`src/rtl/accel_uart_pkg.sv`:
```
// Shared types and helpers for the accelerometer UART transmit path.
// A 14-bit measurement travels as two 8N1 bytes, high byte first.
package accel_uart_pkg;

   localparam int unsigned FRAME_BITS = 10;
   localparam int unsigned WORD_BITS  = 14;

   typedef enum logic [1:0] {
      IDLE = 2'd0,
      HIGH = 2'd1,
      LOW  = 2'd2
   } word_state_e;

   typedef struct packed {
      logic [7:0] hi;
      logic [7:0] lo;
   } byte_pair_t;

   // Upper two bits of the high byte are always zero.
   function automatic byte_pair_t pack_word(input logic [WORD_BITS-1:0] x);
      byte_pair_t p;
      p = {2'b00, x};
      return p;
   endfunction

   // LSB is transmitted first: start(0), D0..D7, stop(1).
   function automatic logic [FRAME_BITS-1:0] frame_pack(input logic [7:0] b);
      return {1'b1, b, 1'b0};
   endfunction

endpackage

```
`src/rtl/accel_uart_tx_if.sv`:
```
// Word-level handshake and serial line of the accelerometer UART transmitter.
// master drives requests (bench / sensor model), slave is the transmitter.
interface accel_uart_tx_if;
   import accel_uart_pkg::*;

   logic                 send;
   logic [WORD_BITS-1:0] Xmeas_in;
   logic                 TX;
   logic                 busy;
   logic                 tx_done;

   modport master (
      output send,
      output Xmeas_in,
      input  TX,
      input  busy,
      input  tx_done
   );

   modport slave (
      input  send,
      input  Xmeas_in,
      output TX,
      output busy,
      output tx_done
   );

endinterface

```
`src/rtl/uart_tx_byte.sv`:
```
// Single 8N1 byte serializer; each bit is held BAUD_DIV clocks.
// A load in the final stop-bit cycle restarts the frame with no idle gap.
module uart_tx_byte
   import accel_uart_pkg::*;
#(
   parameter int unsigned BAUD_DIV = 2604
) (
   input  logic       clk,
   input  logic       rst_n,
   input  logic       load,
   input  logic [7:0] data,
   output logic       TX,
   output logic       byte_done
);

   localparam int unsigned CntW = (BAUD_DIV > 1) ? $clog2(BAUD_DIV) : 1;
   localparam logic [CntW-1:0] CntLast = CntW'(BAUD_DIV - 1);
   localparam logic [3:0]      BitLast = 4'(FRAME_BITS - 1);

   logic                  r_active;
   logic [CntW-1:0]       r_baud_cnt;
   logic [3:0]            r_bit_idx;
   logic [FRAME_BITS-1:0] r_frame;

   logic w_wrap;
   logic w_last_bit;

   assign w_wrap     = (r_baud_cnt == CntLast);
   assign w_last_bit = (r_bit_idx == BitLast);

   always_ff @(posedge clk) begin
      if (!rst_n) begin
         r_active   <= 1'b0;
         r_baud_cnt <= '0;
         r_bit_idx  <= '0;
         r_frame    <= '0;
      end else if (load) begin
         r_active   <= 1'b1;
         r_baud_cnt <= '0;
         r_bit_idx  <= '0;
         r_frame    <= frame_pack(data);
      end else if (r_active) begin
         if (w_wrap) begin
            r_baud_cnt <= '0;
            if (w_last_bit) begin
               r_active  <= 1'b0;
               r_bit_idx <= '0;
            end else begin
               r_bit_idx <= r_bit_idx + 4'd1;
               r_frame   <= {1'b1, r_frame[FRAME_BITS-1:1]};
            end
         end else begin
            r_baud_cnt <= r_baud_cnt + 1'b1;
         end
      end
   end

   // Frame bit 0 is the bit currently on the line; idle forces mark.
   assign TX        = r_active ? r_frame[0] : 1'b1;
   assign byte_done = r_active && w_wrap && w_last_bit;

endmodule

```
`src/rtl/accel_uart_tx.sv`:
```
// Word-level transmitter: latches a 14-bit measurement and sends high then low byte.
// Holds the word FSM, the low-byte latch and the busy / tx_done logic.
module accel_uart_tx
   import accel_uart_pkg::*;
#(
   parameter int unsigned BAUD_DIV = 2604
) (
   input  logic           clk,
   input  logic           rst_n,
   accel_uart_tx_if.slave bus
);

   word_state_e r_state;
   word_state_e w_state_d;
   logic [7:0]  r_lo_byte;
   logic        r_tx_done;

   byte_pair_t  w_pair;
   logic        w_accept;
   logic        w_load;
   logic [7:0]  w_byte_data;
   logic        w_byte_done;
   logic        w_tx_done_d;
   logic        w_busy;
   logic        w_tx;

   assign w_pair = pack_word(bus.Xmeas_in);

   always_ff @(posedge clk) begin
      if (!rst_n) begin
         r_state   <= IDLE;
         r_lo_byte <= '0;
         r_tx_done <= 1'b0;
      end else begin
         r_state   <= w_state_d;
         r_tx_done <= w_tx_done_d;
         if (w_accept) begin
            r_lo_byte <= w_pair.lo;
         end
      end
   end

   always_comb begin
      w_state_d = r_state;
      case (r_state)
         IDLE:    if (bus.send)   w_state_d = HIGH;
         HIGH:    if (w_byte_done) w_state_d = LOW;
         LOW:     if (w_byte_done) w_state_d = IDLE;
         default: w_state_d = IDLE;
      endcase
   end

   // The high byte goes out straight from the input in the accept cycle;
   // only the low byte needs to be held for the second frame.
   always_comb begin
      w_accept    = (r_state == IDLE) && bus.send;
      w_load      = w_accept || ((r_state == HIGH) && w_byte_done);
      w_byte_data = (r_state == HIGH) ? r_lo_byte : w_pair.hi;
      w_tx_done_d = (r_state == LOW) && w_byte_done;
      w_busy      = (r_state == HIGH) || (r_state == LOW);
   end

   uart_tx_byte #(
      .BAUD_DIV (BAUD_DIV)
   ) u_tx_byte (
      .clk       (clk),
      .rst_n     (rst_n),
      .load      (w_load),
      .data      (w_byte_data),
      .TX        (w_tx),
      .byte_done (w_byte_done)
   );

   assign bus.TX      = w_tx;
   assign bus.busy    = w_busy;
   assign bus.tx_done = r_tx_done;

endmodule

```
`src/flat_wrapper.sv`:
```
// flat-port wrapper written by rule: the top's interface ports become plain ports
module accel_uart_tx_flat import accel_uart_pkg::*;
#(
   parameter int unsigned BAUD_DIV = 2604
)
  (clk, rst_n, bus_send, bus_Xmeas_in, bus_TX, bus_busy, bus_tx_done);
  accel_uart_tx_if bus_i ();
  input  logic clk;
  input  logic rst_n;
  input wire logic [$bits(bus_i.send)-1:0] bus_send;
  input wire logic [$bits(bus_i.Xmeas_in)-1:0] bus_Xmeas_in;
  output wire logic [$bits(bus_i.TX)-1:0] bus_TX;
  output wire logic [$bits(bus_i.busy)-1:0] bus_busy;
  output wire logic [$bits(bus_i.tx_done)-1:0] bus_tx_done;
  assign bus_i.send = bus_send;
  assign bus_i.Xmeas_in = bus_Xmeas_in;
  assign bus_TX = bus_i.TX;
  assign bus_busy = bus_i.busy;
  assign bus_tx_done = bus_i.tx_done;
  accel_uart_tx #(.BAUD_DIV(BAUD_DIV)) u_core (.clk(clk), .rst_n(rst_n), .bus(bus_i));
endmodule
```
`config.mk`:
```
export PLATFORM = sky130hd
export DESIGN_NAME = accel_uart_tx_flat
export DESIGN_NICKNAME = d
export VERILOG_FILES = /design/src/rtl/accel_uart_pkg.sv /design/src/rtl/accel_uart_tx_if.sv /design/src/rtl/uart_tx_byte.sv /design/src/rtl/accel_uart_tx.sv /design/src/flat_wrapper.sv
export SDC_FILE = /design/constraint.sdc
export NUM_CORES = 1
export LEC_CHECK = 0
export BUFFER_PORTS_ARGS = -buffer_cell sky130_fd_sc_hd__buf_2
export CORE_MARGIN = 10
export CORE_UTILIZATION = 60
export CTS_BUF_LIST = sky130_fd_sc_hd__clkbuf_2
export CTS_CLUSTER_DIAMETER = 120
export DETAILED_ROUTE_END_ITERATION = 8
export PLACE_DENSITY = 0.81
export SKIP_CTS_REPAIR_TIMING = 1
export SLEW_MARGIN = 20
export SYNTH_ARGS = -nofsm -noshare
export SYNTH_HDL_FRONTEND = slang
export SYNTH_HIERARCHICAL = 1
export SYNTH_SLANG_ARGS = --single-unit
```
`constraint.sdc`:
```
create_clock -name clk -period 3.3 [get_ports clk]
set_input_delay 0.165 -clock clk [delete_from_list [all_inputs] [get_ports clk]]
set_output_delay 0.165 -clock clk [all_outputs]
set_load 0.02 [all_outputs]
```
# After elaboration in Yosys (flattened, before gate mapping)
# Index checks and enable logic that the tools add are counted.
# classes
muxes	16
n_reduce_logical	15
eq_ne	8
n_bitwise	2
addsub	2
# ops
op	n
$mux W10	4
$add A12 B1 Y12 const B	1
$eq A12 B12 Y1 const B	1
$mux W12	1
$reduce_and A3 Y1	3
$mux W8	1
$mux W2	3
$pmux W2 S3	1
$logic_and A1 B1 Y1	5
$mux W1	5
$add A4 B1 Y4 const B	1
$eq A4 B4 Y1 const B	1
$mux W4	1
$ne A2 B1 Y1 const B	2
$ne A2 B2 Y1 const B	2
$reduce_bool A2 Y1	2
$eq A2 B1 Y1 const B	1
$eq A2 B2 Y1 const B	1
$logic_not A2 Y1	1
$logic_or A1 B1 Y1	2
$not A1 Y1	2
$reduce_and A2 Y1	1
$reduce_or A2 Y1	1
# totals
register_bits	38
elab_cells	51
output_inout_bits	3

# Logic depth before layout (Yosys ltp)
# Gate-level depths: netlist of run 1.
# logic_depth
ltp_word	7
mapped_depth	10

# Modules after synthesis
# The synthesis of run 1 kept the hierarchy.
# modules_own_cells
module	area_each_um2	seq_area_each_um2	cells_each	n_inst
uart_tx_byte	1323.8	540.5	148	1
accel_uart_tx	643.1	220.2	67	1

# Least setup slack after synthesis of run 1
# No wires, ideal clock.
# synth_timing
path_kind	reg-to-reg
from	register u_core.u_tx_byte.r_baud_cnt[0]
to	register u_core.u_tx_byte.r_frame[1]
path_buffers	2
t_arrival_ps	2056
path_slack_ps	1165
synth_period_minus_slack_ps	2135
required_time_ps	3221
path_stages_with_launch	11
cell_sequence	dfxtp_1 > ha_1 > and2_1 > nand4_2 > nor2_1 > nand2_1 > nand2_1 > clkbuf_1 > buf_1 > nor2_1 > a211oi_2
# synth_between
elab_chain_cells	7
elab_cells_between_ends	10
# synth_rtl
item	line	source
from (decl)	uart_tx_byte.sv:21	logic [CntW-1:0] r_baud_cnt;
from (signal assigned)	uart_tx_byte.sv:53	r_baud_cnt <= r_baud_cnt + 1'b1;
$eq A12 B12 Y1 (*)	uart_tx_byte.sv:28	assign w_wrap = (r_baud_cnt == CntLast);
$logic_and A1 B1 Y1 (*) (2 in series)	uart_tx_byte.sv:60	assign byte_done = r_active && w_wrap && w_last_bit;
net u_core.w_byte_done	accel_uart_tx.sv:22	logic w_byte_done;
$logic_and A1 B1 Y1 (*)	accel_uart_tx.sv:57	w_load = w_accept || ((r_state == HIGH) && w_byte_done);
$logic_or A1 B1 Y1 (*)	accel_uart_tx.sv:57	
net u_core.w_load	accel_uart_tx.sv:20	logic w_load;
$ne A2 B2 Y1 (no source line) / $reduce_bool A2 Y1 (equally long branches)	--	
$reduce_and A3 Y1 (no source line)	--	
to (signal assigned)	uart_tx_byte.sv:41	r_frame <= frame_pack(data);
to (signal assigned)	uart_tx_byte.sv:50	r_frame <= {1'b1, r_frame[FRAME_BITS-1:1]};
to (decl)	uart_tx_byte.sv:23	logic [FRAME_BITS-1:0] r_frame;
# Mark *: on every way through the listed nets, which the timed path passes. The rest lies on a longest branch.
# A chain may end at the register's enable or synchronous reset.

# Final worst setup path of run 1
# layout_timing
from	register u_core.u_tx_byte.r_baud_cnt[0]
to	register u_core.u_tx_byte.r_baud_cnt[11]
# layout_between
elab_chain_cells	6
elab_cells_between_ends	8
# layout_rtl
item	line
$eq A12 B12 Y1	uart_tx_byte.sv:28
$logic_and A1 B1 Y1 (2 in series)	uart_tx_byte.sv:60
net u_core.w_byte_done	accel_uart_tx.sv:22
$logic_and A1 B1 Y1	accel_uart_tx.sv:57
$logic_or A1 B1 Y1	accel_uart_tx.sv:57
net u_core.w_load	accel_uart_tx.sv:20
$reduce_or A2 Y1 (no source line)	--
# The timed path passes the listed nets, and every way through them passes these cells.

==> report_table.html, run 1 <==
<table>
<tr><th>Metric</th><th>Value</th></tr>
<tr><th colspan="2">Routing</th></tr>
<tr><td>Final routed DRC violation total</td><td>0</td></tr>
<tr><td>Router iterations before antenna repair</td><td>4</td></tr>
<tr><td>Final routed wirelength across all metal layers</td><td>3630 µm</td></tr>
<tr><td>DRT antenna net count</td><td>0</td></tr>
<tr><td>Detailed-route via count</td><td>~1,500</td></tr>
<tr><td>Via/cell ratio</td><td>5.37</td></tr>
<tr><td>Violation count after the first detailed-route iteration</td><td>70</td></tr>
<tr><td>Routed wirelength normalized by instance count</td><td>12.9 µm</td></tr>
<tr><th colspan="2">STA</th></tr>
<tr><td>Transition time at the pin with the least slew margin</td><td>0.541 ns</td></tr>
<tr><td>Max-slew violation total from the final report</td><td>0</td></tr>
<tr><td>Worst slack on hold paths</td><td>0.0216 ns</td></tr>
<tr><td>Worst Clk Skew</td><td>0.0148 ns</td></tr>
<tr><td>Crit path time final</td><td>between 2 and 2.5 ns</td></tr>
<tr><td>Crit share post-route</td><td>72.6%</td></tr>
<tr><td>Worst max-slew margin expressed relative to the limit</td><td>a little under two thirds</td></tr>
<tr><td>Count of endpoints failing setup in the final report</td><td>0</td></tr>
<tr><td>Endpoints failing hold</td><td>0</td></tr>
<tr><td>Max Fclk</td><td>417 MHz</td></tr>
<tr><td>Setup repair after global routing missed its margin</td><td>false</td></tr>
<tr><td>Fin Setup TNS</td><td>0 ns</td></tr>
<tr><th colspan="2">Synth</th></tr>
<tr><td>Syn_area_per_cell</td><td>9.15 µm²</td></tr>
<tr><td>Share of synthesized area occupied by flip-flops and latches</td><td>around 39%</td></tr>
<tr><td>Proportion of netlist area held by the largest area contributor</td><td>38.7%</td></tr>
<tr><td>Count of warnings emitted by yosys</td><td>6</td></tr>
<tr><td>Cell type with the largest total area after synthesis</td><td>sky130_fd_sc_hd__dfxtp_1</td></tr>
<tr><td>Netlist cell types</td><td>43</td></tr>
<tr><td>Post-synthesis net count</td><td>around 240</td></tr>
<tr><td>Top cells by area in the synthesized netlist</td><td>sky130_fd_sc_hd__dfxtp_1 (39%), sky130_fd_sc_hd__nor2_1 (5.2%), sky130_fd_sc_hd__a211oi_2 (4.5%)</td></tr>
<tr><td>Synthesis-stage register bit count</td><td>38</td></tr>
<tr><td>Synthesized cell area</td><td>0.00197 mm²</td></tr>
<tr><td>Count of mapped cells out of synthesis</td><td>215</td></tr>
<tr><th colspan="2">Outcome</th></tr>
<tr><td>Run status</td><td>completed</td></tr>
<tr><th colspan="2">Clock tree</th></tr>
<tr><td>Root Buffer</td><td>sky130_fd_sc_hd__clkbuf_2</td></tr>
<tr><td>Clock tree from TritonCTS</td><td>done</td></tr>
<tr><td>CTS HTree Levels</td><td>2</td></tr>
<tr><td>Sinks on Clock Net</td><td>38</td></tr>
<tr><td>Maximum clock insertion buffer count</td><td>2</td></tr>
<tr><td>Clock-pin slew reported for the worst setup and hold paths after clock tree synthesis</td><td>0.18 ns</td></tr>
<tr><td>Worst-Skew Late Latency</td><td>0.38 ns</td></tr>
<tr><td>Cts bufs inserted</td><td>5</td></tr>
<tr><th colspan="2">GRT</th></tr>
<tr><td>Pin count of the biggest net entering global routing</td><td>26</td></tr>
<tr><td>Number of antenna violations at the first check in global routing</td><td>0</td></tr>
<tr><td>Number of global-route vias before repair</td><td>1,415</td></tr>
<tr><td>Grt ovf</td><td>0</td></tr>
<tr><td>Wire length of the first global-routing pass</td><td>6350 µm</td></tr>
<tr><td>Tot GR Track Use</td><td>12.8%</td></tr>
<tr><th colspan="2">Power and ir drop</th></tr>
<tr><td>Clock group share of total power</td><td>about 17%</td></tr>
<tr><td>Combinational share of power</td><td>35.4%</td></tr>
<tr><td>Power Internal</td><td>0.751 mW</td></tr>
<tr><td>Lkg Pwr</td><td>0.811 nW</td></tr>
<tr><td>Peak supply drop</td><td>0.451 mV</td></tr>
<tr><td>Net switching share of the total power</td><td>a little over a third</td></tr>
<tr><td>Fraction of power consumed by sequential logic</td><td>47.9%</td></tr>
<tr><td>PwrDens</td><td>552 mW/mm²</td></tr>
<tr><td>Reported net switching power</td><td>roughly 0.42 mW</td></tr>
<tr><th colspan="2">Floorplan</th></tr>
<tr><td>Vert. Die Dim</td><td>around 77 µm</td></tr>
<tr><td>Starting Density</td><td>63.4%</td></tr>
<tr><td>Row cnt</td><td>20</td></tr>
<tr><td>Core area</td><td>just over 0.003 mm²</td></tr>
<tr><td>Die area</td><td>0.00597 mm²</td></tr>
<tr><td>Number of top-level design ports</td><td>20</td></tr>
<tr><td>Horiz. Die Dim</td><td>around 77 µm</td></tr>
<tr><th colspan="2">Run</th></tr>
<tr><td>Max-capacitance violation count</td><td>0</td></tr>
<tr><th colspan="2">Place</th></tr>
<tr><td>Routability congestion estimate from global placement</td><td>0.820</td></tr>
<tr><td>Detailed placer's ending HPWL</td><td>2710 µm</td></tr>
<tr><td>Port buffer count</td><td>19</td></tr>
<tr><th colspan="2">Setup path</th></tr>
<tr><td>Crit path capture type</td><td>flip-flop</td></tr>
<tr><td>Kind of launch point of the worst setup path</td><td>flip-flop</td></tr>
<tr><td>Cells on worst reg2reg path</td><td>10</td></tr>
<tr><td>Critical path endpoint</td><td>u_core/u_tx_byte/r_baud_cnt[11]$_SDFFE_PP0P_</td></tr>
<tr><td>Worst setup path startpoint</td><td>u_core/u_tx_byte/r_baud_cnt[0]$_SDFFE_PP0P_</td></tr>
<tr><td>CP arrival</td><td>2.66 ns</td></tr>
<tr><td>Critical Setup Path Class</td><td>reg2reg</td></tr>
<tr><td>FF-to-FF setup slack</td><td>between 0.9 and 1 ns</td></tr>
<tr><td>CP Data Required Time</td><td>3.56 ns</td></tr>
<tr><td>FF-to-FF Start</td><td>u_core/u_tx_byte/r_baud_cnt[0]$_SDFFE_PP0P_</td></tr>
<tr><td>Reg-to-reg critical path endpoint</td><td>u_core/u_tx_byte/r_baud_cnt[11]$_SDFFE_PP0P_</td></tr>
<tr><td>Peak fanout along the critical path</td><td>20</td></tr>
<tr><th colspan="2">Cells and area</th></tr>
<tr><td>Share of layout cells above drive strength 1</td><td>20.3%</td></tr>
<tr><td>ANT cells</td><td>0</td></tr>
<tr><td>Number of nets in the finished design</td><td>259</td></tr>
<tr><td>Relative area change from synthesis to final layout</td><td>8.21%</td></tr>
<tr><th colspan="2">Hold path</th></tr>
<tr><td>Worst Hold Class</td><td>in2reg</td></tr>
</table>
==> synth_stat cells <==
cell / n
sky130_fd_sc_hd__nor2_4: 1
sky130_fd_sc_hd__a211oi_2: 7
sky130_fd_sc_hd__a31oi_1: 1
sky130_fd_sc_hd__mux2_2: 6
sky130_fd_sc_hd__nand2b_1: 1
sky130_fd_sc_hd__nor4_1: 1
sky130_fd_sc_hd__clkbuf_8: 1
sky130_fd_sc_hd__nand4_1: 3
sky130_fd_sc_hd__buf_6: 4
sky130_fd_sc_hd__xor2_1: 2
sky130_fd_sc_hd__nor2_1: 27
sky130_fd_sc_hd__nor4b_2: 2
sky130_fd_sc_hd__nand2_4: 1
sky130_fd_sc_hd__nor4b_1: 1
sky130_fd_sc_hd__and4bb_1: 1
sky130_fd_sc_hd__a2bb2oi_4: 1
sky130_fd_sc_hd__a211oi_1: 1
sky130_fd_sc_hd__o21ai_0: 10
sky130_fd_sc_hd__xnor2_1: 10
sky130_fd_sc_hd__a21oi_1: 2
sky130_fd_sc_hd__a21boi_1: 2
sky130_fd_sc_hd__nor3b_1: 1
sky130_fd_sc_hd__or4_1: 1
sky130_fd_sc_hd__nand3_1: 15
sky130_fd_sc_hd__inv_1: 8
sky130_fd_sc_hd__nand2_1: 19
sky130_fd_sc_hd__ha_1: 6
sky130_fd_sc_hd__nand4_2: 2
sky130_fd_sc_hd__and3_1: 1
sky130_fd_sc_hd__nor4_4: 1
sky130_fd_sc_hd__clkbuf_1: 2
sky130_fd_sc_hd__a21boi_0: 7
sky130_fd_sc_hd__buf_1: 1
sky130_fd_sc_hd__and4_1: 1
sky130_fd_sc_hd__and2_1: 4
sky130_fd_sc_hd__nor2b_1: 1
sky130_fd_sc_hd__dfxtp_1: 38
sky130_fd_sc_hd__clkbuf_2: 1
sky130_fd_sc_hd__mux2i_1: 5
sky130_fd_sc_hd__nand4bb_1: 1
sky130_fd_sc_hd__buf_2: 2
sky130_fd_sc_hd__nor3_1: 12
sky130_fd_sc_hd__or3_1: 1
==> worst min-delay path by stage <==
| stage | to | depth (start not counted) | slack (ns) | startpoint |
|---|---|---|---|---|
| 3_5_place_dp | u_core/r_lo_byte[7]$_SDFFE_PN0P_ | 3 | 0.42 | bus_Xmeas_in[7] |
| 3_3_place_gp | u_core/r_lo_byte[7]$_SDFFE_PN0P_ | 3 | 0.42 | bus_Xmeas_in[7] |
| 4_1_cts | u_core/r_lo_byte[7]$_SDFFE_PN0P_ | 3 | -0.02 | bus_Xmeas_in[7] |
| 2_1_floorplan | u_core/r_lo_byte[7]$_SDFFE_PN0P_ | 2 | 0.31 | bus_Xmeas_in[7] |
| 5_1_grt | u_core/r_lo_byte[3]$_SDFFE_PN0P_ | 3 | 0.001 | bus_Xmeas_in[3] |
| 6_report | u_core/r_lo_byte[3]$_SDFFE_PN0P_ | 3 | 0.02 | bus_Xmeas_in[3] |
==> power groups by stage <==
stage | logic (mW) | clock network [mW] | registers (mW)
after floorplan | 0.375 | 0 | 0.556
after global placement | 0.406 | 0 | 0.570
after detailed placement | 0.411 | 0 | 0.573
after CTS | 0.412 | 0.202 | 0.563
after global routing | 0.457 | 0.225 | 0.573
final | 0.415 | 0.196 | 0.563
==> placed cells by master (no fill, tap or decap), types with 2 or more instances in the layout <==
master / n
sky130_fd_sc_hd__dfxtp_1: 38
sky130_fd_sc_hd__nor2_1: 27
sky130_fd_sc_hd__buf_2: 19
sky130_fd_sc_hd__nand2_1: 19
sky130_fd_sc_hd__nand3_1: 15
sky130_fd_sc_hd__nor3_1: 12
sky130_fd_sc_hd__o21ai_0: 10
sky130_fd_sc_hd__xnor2_1: 10
sky130_fd_sc_hd__inv_1: 8
sky130_fd_sc_hd__a21boi_0: 7
sky130_fd_sc_hd__a211oi_2: 7
sky130_fd_sc_hd__clkbuf_2: 6
sky130_fd_sc_hd__mux2_2: 6
sky130_fd_sc_hd__ha_1: 6
sky130_fd_sc_hd__dlygate4sd3_1: 5
sky130_fd_sc_hd__mux2i_1: 5
sky130_fd_sc_hd__and2_1: 4
sky130_fd_sc_hd__nand4_1: 3
sky130_fd_sc_hd__a21boi_1: 2
sky130_fd_sc_hd__nand4_2: 2
sky130_fd_sc_hd__nor4b_2: 2
sky130_fd_sc_hd__xor2_1: 2
sky130_fd_sc_hd__a21oi_1: 2
==> cell families after synthesis <==
family,share of synthesized area (%)
compound gates,13.0
fa+ha+maj,3.82
buf+inv,5.85
mux,5.98
xor+xnor,5.34
flops,38.7
simple gates,27.4
==> cell type report <==
| cell class | instances | area [µm²] |
|---|---|---|
| clock buffers | 6 | 30.0 |
| well taps | 44 | 55.1 |
| multi-input cells | 158 | 1090 |
| clock inverters | 2 | 8.76 |
| repair buffers | 25 | 153 |
| fillers | 276 | 975 |
| flip-flops and latches | 38 | 761 |
| inverters | 8 | 30.0 |
==> registers in the layout (all words and copies together) (netlist names) <==
register / flops
u_core/u_tx_byte/r_baud_cnt: 12
u_core/u_tx_byte/r_frame: 10
u_core/r_lo_byte: 8
u_core/u_tx_byte/r_bit_idx: 4
u_core/r_state: 2
u_core/bus.tx_done: 1
u_core/u_tx_byte/r_active: 1
==> metrics by stage <==
stage	setup slack, ns	power [mW]	std cells	utilization, %	instance area, µm²
floorplan	1.16	0.931	215	-	1970
global placement	1.04	0.976	268	65.7	2040
detailed placement	0.953	0.984	268	65.7	2040
CTS	0.923	1.18	276	67.0	2080
global route	0.664	1.26	281	68.6	2130
finish	0.905	1.17	281	68.6	2130
==> metal layers <==
metal / share of wire [%] / up-vias / track usage (%)
li1: - / 788 / -
met1: 50 / 692 / 16.4
met2: 45 / 21 / 19.1
met3: 3.4 / 7 / 3.96
met4: 1.5 / 0 / 5.47
met5: 0 / - / 0
==> worst max-delay path, stage by stage, from the launching register on <==
cell and delay (ns):
sky130_fd_sc_hd__dfxtp_1 0.40, sky130_fd_sc_hd__ha_1 0.22, sky130_fd_sc_hd__and2_1 0.22, sky130_fd_sc_hd__nand4_2 0.15, sky130_fd_sc_hd__nor2_1 0.28, sky130_fd_sc_hd__nand2_1 0.09
sky130_fd_sc_hd__nand2_1 0.07, sky130_fd_sc_hd__buf_4 0.21, sky130_fd_sc_hd__inv_1 0.16, sky130_fd_sc_hd__nand3_1 0.39, sky130_fd_sc_hd__nor2_1 0.10
(Power assumes the default switching activity.)
==> run 2: changes to the inputs <==
Clock period 3.3 ns to 2.25 ns, I/O delays scaled along.
==> run 2 against run 1 <==
Net effect:
- register-to-register slack worse by 0.63 ns
- clock-buffer cell count is 1 lower
- critical endpoint is now u_core/u_tx_byte/r_baud_cnt[6]$_SDFFE_PP0P_
- via count is 0.60% lower
- die area stayed put
- first-iteration DRC count is 66% higher
- global-route usage is 0.33 points higher
- non-clock buffer count is 6 higher
- hold slack better by 0.029 ns
- fmax is 21% higher
- critical path depth is 1 lower
- worst setup slack worse by 0.63 ns
- highest routed layer unchanged
==> report_table.html, run 2 (synthesis results as in run 1) <==
<table>
<tr><th>Metric</th><th>Value</th></tr>
<tr><th colspan="2">Floorplan</th></tr>
<tr><td>Starting Density</td><td>63.4% (unchanged)</td></tr>
<tr><td>Number of top-level design ports</td><td>20 (unchanged)</td></tr>
<tr><td>Core area</td><td>0.00310 mm² (unchanged)</td></tr>
<tr><td>Horiz. Die Dim</td><td>77.3 µm (unchanged)</td></tr>
<tr><td>Die area</td><td>0.00597 mm² (unchanged)</td></tr>
<tr><td>Vert. Die Dim</td><td>77.3 µm (unchanged)</td></tr>
<tr><td>Row cnt</td><td>20 (unchanged)</td></tr>
<tr><th colspan="2">Clock tree</th></tr>
<tr><td>Clock-pin slew reported for the worst setup and hold paths after clock tree synthesis</td><td>0.19 ns (was 0.18 ns)</td></tr>
<tr><td>Root Buffer</td><td>sky130_fd_sc_hd__clkbuf_2 (unchanged)</td></tr>
<tr><td>Maximum clock insertion buffer count</td><td>2 (unchanged)</td></tr>
<tr><td>CTS HTree Levels</td><td>2 (unchanged)</td></tr>
<tr><td>Worst-Skew Late Latency</td><td>0.40 ns (was 0.38 ns)</td></tr>
<tr><td>Clock tree from TritonCTS</td><td>done (unchanged)</td></tr>
<tr><td>Cts bufs inserted</td><td>5 (unchanged)</td></tr>
<tr><td>Sinks on Clock Net</td><td>38 (unchanged)</td></tr>
<tr><th colspan="2">GRT</th></tr>
<tr><td>Grt ovf</td><td>0 (unchanged)</td></tr>
<tr><td>Tot GR Track Use</td><td>13.1% (was 12.8%)</td></tr>
<tr><td>Wire length of the first global-routing pass</td><td>6490 µm (was 6350 µm)</td></tr>
<tr><td>Number of antenna violations at the first check in global routing</td><td>0 (unchanged)</td></tr>
<tr><td>Number of global-route vias before repair</td><td>1,524 (was 1,415)</td></tr>
<tr><td>Pin count of the biggest net entering global routing</td><td>26 (unchanged)</td></tr>
<tr><th colspan="2">Setup path</th></tr>
<tr><td>Gate family responsible for the most delay along the worst path</td><td>simple AND/OR/NAND/NOR gates (unchanged)</td></tr>
<tr><td>Critical-path cell list</td><td>ha_1 -&gt; and2_1 -&gt; nand4_2 -&gt; nor2_1 -&gt; nand2_1 -&gt; nand2_1 -&gt; inv_1 -&gt; nand3_1 -&gt; nor2_1 (was ha_1 -&gt; and2_1 -&gt; nand4_2 -&gt; nor2_1 -&gt; nand2_1 -&gt; nand2_1 -&gt; buf_4 -&gt; inv_1 -&gt; nand3_1 -&gt; nor2_1)</td></tr>
<tr><td>Peak fanout along the critical path</td><td>12 (was 20)</td></tr>
<tr><td>Count of buffering cells on the critical path with inverters included</td><td>1 (was 2)</td></tr>
<tr><td>Kind of launch point of the worst setup path</td><td>flip-flop (unchanged)</td></tr>
<tr><td>CP arrival</td><td>2.24 ns (was 2.66 ns)</td></tr>
<tr><td>CP Data Required Time</td><td>2.51 ns (was 3.56 ns)</td></tr>
<tr><td>Crit path capture type</td><td>flip-flop (unchanged)</td></tr>
<tr><td>Slowest stage cell on the critical path</td><td>sky130_fd_sc_hd__dfxtp_1 (unchanged)</td></tr>
<tr><td>Critical Setup Path Class</td><td>reg2reg (unchanged)</td></tr>
<tr><td>FF-to-FF setup slack</td><td>0.27 ns (was 0.90 ns)</td></tr>
<tr><td>Slowest cell delay on critical path</td><td>0.40 ns (about the same)</td></tr>
<tr><th colspan="2">Routing</th></tr>
<tr><td>DRT antenna net count</td><td>0 (unchanged)</td></tr>
<tr><td>Via/cell ratio</td><td>5.26 (was 5.37)</td></tr>
<tr><td>Detailed-route via count</td><td>1,499 (was 1,508)</td></tr>
<tr><td>Router iterations before antenna repair</td><td>4 (unchanged)</td></tr>
<tr><td>Final routed wirelength across all metal layers</td><td>3680 µm (was 3630 µm)</td></tr>
<tr><td>Routed wirelength normalized by instance count</td><td>12.9 µm (about the same)</td></tr>
<tr><td>Violation count after the first detailed-route iteration</td><td>116 (was 70)</td></tr>
<tr><td>Final routed DRC violation total</td><td>0 (unchanged)</td></tr>
<tr><th colspan="2">Place</th></tr>
<tr><td>Routability congestion estimate from global placement</td><td>0.804 (was 0.820)</td></tr>
<tr><td>Port buffer count</td><td>19 (unchanged)</td></tr>
<tr><td>Detailed placer's ending HPWL</td><td>2740 µm (was 2710 µm)</td></tr>
<tr><th colspan="2">Hold path</th></tr>
<tr><td>Worst Hold Class</td><td>in2reg (unchanged)</td></tr>
<tr><th colspan="2">STA</th></tr>
<tr><td>Count of endpoints failing setup in the final report</td><td>0 (unchanged)</td></tr>
<tr><td>Worst max-slew margin expressed relative to the limit</td><td>66.7% (was 63.8%)</td></tr>
<tr><td>Worst slack on hold paths</td><td>0.0508 ns (was 0.0216 ns)</td></tr>
<tr><td>Crit path time final</td><td>1.98 ns (was 2.40 ns)</td></tr>
<tr><td>Endpoints failing hold</td><td>0 (unchanged)</td></tr>
<tr><td>Setup repair after global routing missed its margin</td><td>false (unchanged)</td></tr>
<tr><td>Crit share post-route</td><td>87.9% (was 72.6%)</td></tr>
<tr><td>Max Fclk</td><td>505 MHz (was 417 MHz)</td></tr>
<tr><td>Worst Clk Skew</td><td>0.0330 ns (was 0.0148 ns)</td></tr>
<tr><td>Max-slew violation total from the final report</td><td>0 (unchanged)</td></tr>
<tr><td>Fin Setup TNS</td><td>0 ns (unchanged)</td></tr>
<tr><td>Transition time at the pin with the least slew margin</td><td>0.498 ns (was 0.541 ns)</td></tr>
<tr><th colspan="2">Cells and area</th></tr>
<tr><td>Number of fill cells in the layout</td><td>256 (was 276)</td></tr>
<tr><td>ANT cells</td><td>0 (unchanged)</td></tr>
<tr><td>Share of layout cells above drive strength 1</td><td>20.3% (about the same)</td></tr>
<tr><td>Most common cell after layout, fill and taps aside</td><td>sky130_fd_sc_hd__dfxtp_1 (unchanged)</td></tr>
<tr><td>Seq. cell area</td><td>761 µm² (unchanged)</td></tr>
<tr><td>Largest registers ranked by flip-flop count</td><td>u_core/u_tx_byte/r_baud_cnt: 12 flops, u_core/u_tx_byte/r_frame: 10 flops, u_core/r_lo_byte: 8 flops (unchanged)</td></tr>
<tr><td>Number of nets in the finished design</td><td>265 (was 259)</td></tr>
<tr><td>Area used by multi-input combinational logic</td><td>0.00109 mm² (unchanged)</td></tr>
<tr><td>Biggest register</td><td>u_core/u_tx_byte/r_baud_cnt (unchanged)</td></tr>
<tr><td>Relative area change from synthesis to final layout</td><td>10.4% (was 8.21%)</td></tr>
<tr><td>Most frequent cells in the layout</td><td>sky130_fd_sc_hd__dfxtp_1 (38), sky130_fd_sc_hd__nor2_1 (27), sky130_fd_sc_hd__buf_2 (19), sky130_fd_sc_hd__nand2_1 (19), sky130_fd_sc_hd__nand3_1 (15) (unchanged)</td></tr>
<tr><td>Largest register FFs</td><td>12 (unchanged)</td></tr>
<tr><th colspan="2">Power and ir drop</th></tr>
<tr><td>PwrDens</td><td>796 mW/mm² (was 552 mW/mm²)</td></tr>
<tr><td>Lkg Pwr</td><td>0.830 nW (was 0.811 nW)</td></tr>
<tr><td>Peak supply drop</td><td>0.694 mV (was 0.451 mV)</td></tr>
<tr><td>Total chip power</td><td>1.73 mW (was 1.17 mW)</td></tr>
<tr><th colspan="2">Outcome</th></tr>
<tr><td>Run status</td><td>completed (unchanged)</td></tr>
<tr><th colspan="2">Run</th></tr>
<tr><td>Max-capacitance violation count</td><td>0 (unchanged)</td></tr>
</table>
run 2: cell count changes in the layout (fill, tap and decap cells not counted), sizes merged:
cell / before / now
clkinv: 2 / 1
clkbuf: 6 / 5
buf: 20 / 23
dlygate4sd3: 5 / 8
run 2: area by class of cell:
class                           count  area share (%)
Inverter                            8            1.38
Multi-Input combinational cell    158            50.3
Tap cell                           44            2.54
Clock buffer                        5            1.15
Clock inverter                      1           0.173
Sequential cell                    38            35.0
Timing Repair Buffer               31            9.45
run 2: worst min-delay path: cells and delay by family:
family                 cells  cell delay (ns)
AND/OR/NAND/NOR            1             0.09
buffers and inverters      1             0.17
AO/OA/AOI/OAI              1             0.06
run 2: worst paths after layout:
kind	from	cells after the start	end
max	u_core/u_tx_byte/r_baud_cnt[1]$_SDFFE_PP0P_	9	u_core/u_tx_byte/r_baud_cnt[6]$_SDFFE_PP0P_
min	bus_send	3	u_core/r_lo_byte[5]$_SDFFE_PN0P_
max reg2reg	u_core/u_tx_byte/r_baud_cnt[1]$_SDFFE_PP0P_	9	u_core/u_tx_byte/r_baud_cnt[6]$_SDFFE_PP0P_
min reg2reg	u_core/r_lo_byte[5]$_SDFFE_PN0P_	2	u_core/r_lo_byte[5]$_SDFFE_PN0P_
run 2: through the flow:
step	std cells	area (µm²)	setup slack [ns]	utilization [%]
CTS	277	2090	0.286	67.4
detailed placement	271	2060	0.322	66.5
finish	285	2170	0.271	70.0
global route	285	2170	0.0412	70.0
floorplan	215	1970	0.115	-
global placement	271	2060	0.384	66.5
run 2: metal layers:
metal | part of all wire (%) | vias to the layer above | wire length, µm | track usage [%]
met1 | 49 | 677 | 1820 | 16.6
met4 | 1.2 | 0 | 44 | 6.57
met3 | 5.0 | 6 | 182 | 4.08
met2 | 44 | 21 | 1630 | 19.4
li1 | - | 795 | - | -
met5 | 0 | - | 0 | 0
run 2: power by group:
part / internal (mW) / switching [mW]
logic: 0.279 / 0.357
registers: 0.763 / 0.0599
clock network: 0.0616 / 0.208
